**src/rtl/mips_ctrl_pkg.sv**
```systemverilog
`default_nettype none
// ============================================================================
// Module      : mips_ctrl_pkg
// Description : Shared types and constants for the multicycle MIPS main
//               controller: state encoding, opcodes, ALU codes and the
//               control word that drives the datapath.
// Revision    : 1.0 - initial release
// ============================================================================
package mips_ctrl_pkg;

    // Controller states, 4-bit encoding exposed on the debug port
    typedef enum logic [3:0] {
        FETCH  = 4'd0,
        DECODE = 4'd1,
        MEMADR = 4'd2,
        MEMRD  = 4'd3,
        MEMWB  = 4'd4,
        MEMWR  = 4'd5,
        RX     = 4'd6,
        RWB    = 4'd7,
        IX     = 4'd8,
        IWB    = 4'd9,
        BRANCH = 4'd10,
        JUMP   = 4'd11
    } state_e;

    // Opcodes the controller distinguishes on its own
    localparam logic [5:0] OP_BEQ = 6'h04;
    localparam logic [5:0] OP_BNE = 6'h05;
    localparam logic [5:0] OP_J   = 6'h02;
    localparam logic [5:0] OP_LW  = 6'h23;
    localparam logic [5:0] OP_SW  = 6'h2B;

    // ALU operation codes
    localparam logic [3:0] ALU_ADD = 4'd2;
    localparam logic [3:0] ALU_SUB = 4'd3;
    localparam logic [3:0] ALU_AND = 4'd5;
    localparam logic [3:0] ALU_OR  = 4'd6;
    localparam logic [3:0] ALU_SLL = 4'd8;

    // Full set of datapath enables and selects for one cycle
    typedef struct packed {
        logic       ir_write;
        logic       pc_write;
        logic       iord;
        logic       mem_read;
        logic       mem_write;
        logic       reg_write;
        logic       mem_to_reg;
        logic       reg_dst;
        logic       alu_src_a;
        logic [1:0] alu_src_b;
        logic [3:0] alu_control;
        logic [1:0] pc_src;
        logic       instr_done;
        logic       mem_timeout;
    } ctrl_word_t;

    // States that wait on the memory ready handshake and can time out
    function automatic logic is_stall_state(input state_e s);
        return (s == FETCH) || (s == MEMRD) || (s == MEMWR);
    endfunction

endpackage : mips_ctrl_pkg
`default_nettype wire

```
**src/rtl/multicycle_control_fsm_ctrl_output_decode.sv**
```systemverilog
`default_nettype none
// ============================================================================
// Module      : ctrl_output_decode
// Description : Combinational state-to-control-word decoder. Mostly Moore;
//               the memory handshake, branch zero flag and stall limit only
//               qualify the write strobes and pulses.
// Revision    : 1.0 - initial release
// ============================================================================
module ctrl_output_decode
    import mips_ctrl_pkg::*;
(
    input  state_e     state_i,
    input  logic       run_i,          // low while reset is asserted
    input  logic       mem_ready_i,
    input  logic       zero_i,
    input  logic [5:0] opcode_i,
    input  logic [3:0] dec_alu_control_i,
    input  logic [1:0] mux4selector_i,
    input  logic       at_limit_i,     // wait counter equals the stall limit
    input  logic       suppress_pc_i,  // hold PC on the first fetch after reset
    output ctrl_word_t ctrl_o
);

    // Decode the control word for the current state
    always_comb begin
        ctrl_o = '0;
        case (state_i)
            FETCH: begin
                ctrl_o.iord        = 1'b0;
                ctrl_o.mem_read    = 1'b1;
                ctrl_o.alu_src_a   = 1'b0;
                ctrl_o.alu_src_b   = 2'd1;
                ctrl_o.alu_control = ALU_ADD;
                ctrl_o.pc_src      = 2'd0;
                if (mem_ready_i) begin
                    ctrl_o.ir_write = 1'b1;
                    ctrl_o.pc_write = ~suppress_pc_i;
                end
            end
            DECODE: begin
                // Branch target is precomputed here as PC+4 + (imm<<2)
                ctrl_o.alu_src_a   = 1'b0;
                ctrl_o.alu_src_b   = 2'd3;
                ctrl_o.alu_control = ALU_ADD;
            end
            MEMADR: begin
                ctrl_o.alu_src_a   = 1'b1;
                ctrl_o.alu_src_b   = 2'd2;
                ctrl_o.alu_control = ALU_ADD;
            end
            MEMRD: begin
                ctrl_o.iord     = 1'b1;
                ctrl_o.mem_read = 1'b1;
            end
            MEMWB: begin
                ctrl_o.reg_write  = 1'b1;
                ctrl_o.mem_to_reg = 1'b1;
                ctrl_o.reg_dst    = 1'b0;
                ctrl_o.instr_done = 1'b1;
            end
            MEMWR: begin
                ctrl_o.iord      = 1'b1;
                ctrl_o.mem_write = 1'b1;
                if (mem_ready_i) begin
                    ctrl_o.instr_done = 1'b1;
                end
            end
            RX: begin
                ctrl_o.alu_src_a   = 1'b1;
                ctrl_o.alu_src_b   = mux4selector_i;
                ctrl_o.alu_control = dec_alu_control_i;
            end
            RWB: begin
                ctrl_o.reg_write  = 1'b1;
                ctrl_o.reg_dst    = 1'b1;
                ctrl_o.mem_to_reg = 1'b0;
                ctrl_o.instr_done = 1'b1;
            end
            IX: begin
                ctrl_o.alu_src_a   = 1'b1;
                ctrl_o.alu_src_b   = 2'd2;
                ctrl_o.alu_control = dec_alu_control_i;
            end
            IWB: begin
                ctrl_o.reg_write  = 1'b1;
                ctrl_o.reg_dst    = 1'b0;
                ctrl_o.instr_done = 1'b1;
            end
            BRANCH: begin
                ctrl_o.alu_src_a   = 1'b1;
                ctrl_o.alu_src_b   = 2'd0;
                ctrl_o.alu_control = ALU_SUB;
                ctrl_o.pc_src      = 2'd1;
                ctrl_o.instr_done  = 1'b1;
                ctrl_o.pc_write    = ((opcode_i == OP_BEQ) &&  zero_i) ||
                                     ((opcode_i == OP_BNE) && ~zero_i);
            end
            JUMP: begin
                ctrl_o.pc_src     = 2'd2;
                ctrl_o.pc_write   = 1'b1;
                ctrl_o.instr_done = 1'b1;
            end
            default: begin
                ctrl_o = '0;
            end
        endcase

        // Stall abort only when the access has not completed this cycle
        ctrl_o.mem_timeout = is_stall_state(state_i) && !mem_ready_i && at_limit_i;

        // No architectural side effects while reset is held
        if (!run_i) begin
            ctrl_o.ir_write    = 1'b0;
            ctrl_o.pc_write    = 1'b0;
            ctrl_o.reg_write   = 1'b0;
            ctrl_o.mem_write   = 1'b0;
            ctrl_o.instr_done  = 1'b0;
            ctrl_o.mem_timeout = 1'b0;
        end
    end

endmodule : ctrl_output_decode
`default_nettype wire

```
**src/rtl/multicycle_control_fsm.sv**
```systemverilog
`default_nettype none
// ============================================================================
// Module      : multicycle_control_fsm
// Description : Multicycle MIPS main controller. Steps each instruction
//               through fetch/decode/execute/memory/writeback, stalls on
//               the memory ready handshake and aborts stuck accesses.
// Revision    : 1.0 - initial release
// ============================================================================
module multicycle_control_fsm
    import mips_ctrl_pkg::*;
#(
    parameter int WAIT_LIMIT     = 15,    // must fit the 4-bit wait counter
    parameter bit RESET_PC_WRITE = 1'b0
) (
    input  logic       clk,
    input  logic       reset,
    input  logic [5:0] opcode,
    input  logic       flag_R_type,
    input  logic       flag_I_type,
    input  logic       flag_lw,
    input  logic       flag_sw,
    input  logic [3:0] dec_alu_control,
    input  logic [1:0] mux4selector,
    input  logic       zero,
    input  logic       mem_ready,
    output logic       ir_write,
    output logic       pc_write,
    output logic       iord,
    output logic       mem_read,
    output logic       mem_write,
    output logic       reg_write,
    output logic       mem_to_reg,
    output logic       reg_dst,
    output logic       alu_src_a,
    output logic [1:0] alu_src_b,
    output logic [3:0] alu_control,
    output logic [1:0] pc_src,
    output logic       instr_done,
    output logic       mem_timeout,
    output logic [3:0] state
);

    localparam logic [3:0] c_WAIT_LIMIT = 4'(WAIT_LIMIT);

    state_e     state_q, state_d;
    logic [3:0] wait_cnt_q, wait_cnt_d;
    logic       first_fetch_q, first_fetch_d;
    logic       at_limit;
    logic       suppress_pc;
    ctrl_word_t ctrl;

    assign at_limit    = (wait_cnt_q == c_WAIT_LIMIT);
    assign suppress_pc = RESET_PC_WRITE && first_fetch_q;

    ctrl_output_decode u_decode (
        .state_i           (state_q),
        .run_i             (reset),
        .mem_ready_i       (mem_ready),
        .zero_i            (zero),
        .opcode_i          (opcode),
        .dec_alu_control_i (dec_alu_control),
        .mux4selector_i    (mux4selector),
        .at_limit_i        (at_limit),
        .suppress_pc_i     (suppress_pc),
        .ctrl_o            (ctrl)
    );

    // Next-state, wait counter and first-fetch tracking
    always_comb begin
        state_d       = state_q;
        wait_cnt_d    = wait_cnt_q + 4'd1;
        first_fetch_d = first_fetch_q;
        case (state_q)
            FETCH: begin
                if (mem_ready) begin
                    state_d       = DECODE;
                    first_fetch_d = 1'b0;
                end
            end
            DECODE: begin
                if (flag_lw || flag_sw) begin
                    state_d = MEMADR;
                end else if (flag_R_type) begin
                    state_d = RX;
                end else if ((opcode == OP_BEQ) || (opcode == OP_BNE)) begin
                    state_d = BRANCH;
                end else if (opcode == OP_J) begin
                    state_d = JUMP;
                end else if (flag_I_type) begin
                    state_d = IX;
                end else begin
                    // Unrecognised instruction: drop it and refetch
                    state_d = FETCH;
                end
            end
            MEMADR:  state_d = flag_lw ? MEMRD : MEMWR;
            MEMRD: begin
                if (mem_ready)     state_d = MEMWB;
                else if (at_limit) state_d = FETCH;
            end
            MEMWR: begin
                if (mem_ready || at_limit) state_d = FETCH;
            end
            RX:      state_d = RWB;
            IX:      state_d = IWB;
            MEMWB,
            RWB,
            IWB,
            BRANCH,
            JUMP:    state_d = FETCH;
            default: state_d = FETCH;
        endcase

        // Counter measures time in the current state; an abort restarts it
        // even when the next state is FETCH again
        if ((state_d != state_q) || ctrl.mem_timeout) begin
            wait_cnt_d = 4'd0;
        end
    end

    // State and counter registers
    always_ff @(posedge clk or negedge reset) begin
        if (!reset) begin
            state_q       <= FETCH;
            wait_cnt_q    <= 4'd0;
            first_fetch_q <= 1'b1;
        end else begin
            state_q       <= state_d;
            wait_cnt_q    <= wait_cnt_d;
            first_fetch_q <= first_fetch_d;
        end
    end

    assign ir_write    = ctrl.ir_write;
    assign pc_write    = ctrl.pc_write;
    assign iord        = ctrl.iord;
    assign mem_read    = ctrl.mem_read;
    assign mem_write   = ctrl.mem_write;
    assign reg_write   = ctrl.reg_write;
    assign mem_to_reg  = ctrl.mem_to_reg;
    assign reg_dst     = ctrl.reg_dst;
    assign alu_src_a   = ctrl.alu_src_a;
    assign alu_src_b   = ctrl.alu_src_b;
    assign alu_control = ctrl.alu_control;
    assign pc_src      = ctrl.pc_src;
    assign instr_done  = ctrl.instr_done;
    assign mem_timeout = ctrl.mem_timeout;
    assign state       = state_q;

endmodule : multicycle_control_fsm
`default_nettype wire

```
**config.mk**
```make
export PLATFORM = sky130hd
export DESIGN_NAME = multicycle_control_fsm
export DESIGN_NICKNAME = d
export VERILOG_FILES = /design/src/rtl/mips_ctrl_pkg.sv /design/src/rtl/multicycle_control_fsm_ctrl_output_decode.sv /design/src/rtl/multicycle_control_fsm.sv
export SDC_FILE = /design/constraint.sdc
export NUM_CORES = 1
export LEC_CHECK = 0
export BUFFER_PORTS_ARGS = -buffer_cell sky130_fd_sc_hd__buf_2
export CAP_MARGIN = 40
export CORE_ASPECT_RATIO = 1.1
export CORE_MARGIN = 5
export CORE_UTILIZATION = 47
export DETAILED_ROUTE_END_ITERATION = 10
export PLACE_DENSITY = 0.85
export SYNTH_ARGS = -nofsm -noshare
export SYNTH_HDL_FRONTEND = slang
export SYNTH_SLANG_ARGS = --single-unit
```
**constraint.sdc**
```tcl
create_clock -name clk -period 2.1 [get_ports clk]
set_clock_uncertainty 0.2 [all_clocks]
set_input_delay 0.21 -clock clk [delete_from_list [all_inputs] [get_ports clk]]
set_output_delay 0.21 -clock clk [all_outputs]
set_load 0.01 [all_outputs]
```
==> reports/metrics.cfg <==
[run_status]
status = finished, final reports clean

[sta]
fin_crit_ns = 2.017
worst_slew_margin_relative_to_its_limit_pct = 75.81
post-route-period-util_pct = 96.03
worstMarginPinSlew_ns = 0.3609
final-setup-viol-count = 0
grt_setup_unrepaired = false
highest_clock_rate_ghz = 0.4959
final_hold_viol_count = 0
fin_setup_tns_ns = 0
worst_slack_ns = 0.08345
report.final.slew_viol_count = 0

[drt]
detail_route.drc_violations = 0
drt_wl_total_mm = 2.890
drt-vias-per-instance = 5.649
drt.antenna.violating_nets = 0
drt_first_iter_violations = 46
firstDrtPassIters = 4
routedWlPerCell_microns = 14.31
via_count = 1141

[setup_path]
critPathKind = flop to output pin
crit_path_end_kind = output pin
required_ns = 1.69
critical_path_arrival_ns = 1.61
setup.worst_path.start_class = flop
crit_path_max_fanout = 25

[floorplan]
rows = 17
floorplan.initialDensity_pct = 48.89
die_area_sq_um = 3066
pin_count = 43
die_height_microns = 57.58
placeableCoreArea_sq_um = 1978
die_width_microns = 53.25

[placement]
gp_congestion = 0.8442
dp_wirelength_mm = 2.237
io_buffers = 42
place_ws_ns = 0.1853

[layout]
layout.cells.most_common = sky130_fd_sc_hd__buf_2
most-common-layout-cells = sky130_fd_sc_hd__buf_2, sky130_fd_sc_hd__nor2_1, sky130_fd_sc_hd__nor3_1, sky130_fd_sc_hd__nand2_1, sky130_fd_sc_hd__a21oi_1
area.sequential_sq_um = 203.9
layout.nets = 197
final_layout_size_suffix_gt1_share_pct = 39.66
fillCellCount = 167
multi_input_area_sq_um = 706.9
areaGrowthSynthToFinish_pct = 32.99
n_antenna_cell = 0

[power_and_ir_drop]
vdd.ir_drop.worst_mv = 0.7684
power_density_nw_per_um2 = 1286
power.static_leakage_nw = 0.6201

[global_routing]
largest_net_degree_at_the_start_of_global_routing = 26
vias_in_the_first_global_route = 1208
global_route.overflow_total = 0
antenna_found_initial = 0
global_route_wire_length_before_repair_mm = 5.078
grt_use_total_pct = 21.44

[clocking]
number_of_buffers_inserted_during_clock_tree_synthesis = 3
maximum_level_of_the_cts_h_tree = 1
clkSinkCount = 8
clkLatencyLatePin_ns = 0.26
clk_pin_slew_worst_paths_ns = 0.07
cts_tree = built
clockBufferDepth = 2
cts_root_buffer = sky130_fd_sc_hd__clkbuf_4

[job]
cap_viol_max_count = 0

[synth]
mux_share_of_post_synthesis_cell_area_pct = 0
postSynth.asyncResetShare_pct = 100.0
synthesis.nets = 149
post_synth_fa_ha_maj_area_fraction_pct = 1.294
synth_ff_type = sky130_fd_sc_hd__dfrtp_1
post_synthesis_instance_area_sq_um = 967.2
netlist-cell-type-count = 47
synth_area_per_cell_sq_um = 7.556
synth_top_family_by_area = simple AND/OR/NAND/NOR gates
post_synth_and_or_nand_nor_area_fraction_pct = 45.15
synthesis.instances = 128
synth.yosys.seq_area_share_pct = 20.70
synth-edff-count = 0
synth_compound_area_share_pct = 21.86
parity_gate_share_of_the_synthesized_area_counting_xor_and_xnor_cells_pct = 4.528
synth.ff_latch_count = 8
synthesis.yosys.warnings = 0

[worst_hold_path]
hp-class = input port to flop

[critical path: stages, from the launching register on]
cell,delay (ns)
sky130_fd_sc_hd__dfrtp_1,0.40
sky130_fd_sc_hd__buf_12,0.17
sky130_fd_sc_hd__nand2b_2,0.23
sky130_fd_sc_hd__o21ai_0,0.17
sky130_fd_sc_hd__o22ai_1,0.08
sky130_fd_sc_hd__and2_1,0.16
sky130_fd_sc_hd__buf_2,0.13
[kinds of logic after synthesis]
family	count (synthesis)
AO/OA/AOI/OAI	29
buffers and inverters	12
XOR/XNOR	5
adder cells (fa/ha/maj)	1
flip-flops	8
AND/OR/NAND/NOR	73
[repair_timing]
action	in CTS	in global routing
hold buffers	1	0
setup buffers	0	2
gates resized for setup	1	4
hold endpoints to repair	8	0
endpoints found under the setup margin	1	8
[per-stage QoR]
stage          cells  cell area (sq um)  util, %  power, mW  hold slack, ns
6_report         202               1286    65.02      1.654          0.1425
3_5_place_dp     196               1230    62.18      1.476        -0.09985
3_3_place_gp     196               1230    62.18      1.444         -0.1044
4_1_cts          200               1264    63.88      1.612          0.1411
2_1_floorplan    128              967.2        -      1.105         -0.2856
5_1_grt          202               1286    65.02      1.792          0.1743
[cells in the mapped netlist (2+ instances only)]
library cell	number	area, sq um
sky130_fd_sc_hd__nor2_1	15	56.30
sky130_fd_sc_hd__nand3_1	4	20.02
sky130_fd_sc_hd__nand2b_1	5	31.28
sky130_fd_sc_hd__clkbuf_1	2	7.510
sky130_fd_sc_hd__nor4_1	2	12.51
sky130_fd_sc_hd__o22ai_1	2	12.51
sky130_fd_sc_hd__o32ai_1	2	17.52
sky130_fd_sc_hd__xnor2_1	3	26.28
sky130_fd_sc_hd__a21oi_1	10	50.05
sky130_fd_sc_hd__and3_1	3	18.77
sky130_fd_sc_hd__nand2_1	10	37.54
sky130_fd_sc_hd__nor2b_1	5	31.28
sky130_fd_sc_hd__nor3b_1	2	15.01
sky130_fd_sc_hd__inv_1	2	7.510
sky130_fd_sc_hd__buf_2	5	25.02
sky130_fd_sc_hd__and2_1	6	37.54
sky130_fd_sc_hd__dfrtp_1	8	200.2
sky130_fd_sc_hd__nor3_1	10	50.05
sky130_fd_sc_hd__xor2_1	2	17.52
sky130_fd_sc_hd__o21ai_0	3	15.01
[state kept, by name, summed over array words and instances (netlist names)]
name	cells
wait_cnt_q	4
state	4
[metal layers]
metal,routed length [microns],track usage (%),up-vias
li1,-,-,556
met1,1138,25.40,532
met2,1507,37.30,47
met3,191,2.350,6
met4,53,10.22,0
met5,0,0,-
[path summary, 6_finish.rpt]
kind	end	slack [ns]	from	cells after the start
max	instr_done	0.08	state[1]	6
min	state[3]	0.14	flag_I_type	5
max reg2reg	wait_cnt_q[2]	0.16	wait_cnt_q[0]	6
min reg2reg	wait_cnt_q[0]	0.28	wait_cnt_q[0]	1
max in group asynchronous	state[0]	1.38	reset	2
min in group asynchronous	state[3]	0.15	reset	2
[final cells by class]
cell class                      instances  share of cell area [%]
Multi-Input combinational cell        108                   54.96
Clock buffer                            3                   1.751
Tap cell                               28                   2.724
Inverter                                2                  0.5837
Timing Repair Buffer                   53                   24.12
Sequential cell                         8                   15.86
[report_power, final]
group          leakage, nW  switching, mW  internal (mW)
Combinational        0.504          0.679          0.559
Clock               0.0138         0.0611         0.0658
Sequential           0.102         0.0856          0.204
Power figures use the tool's default switching activity.
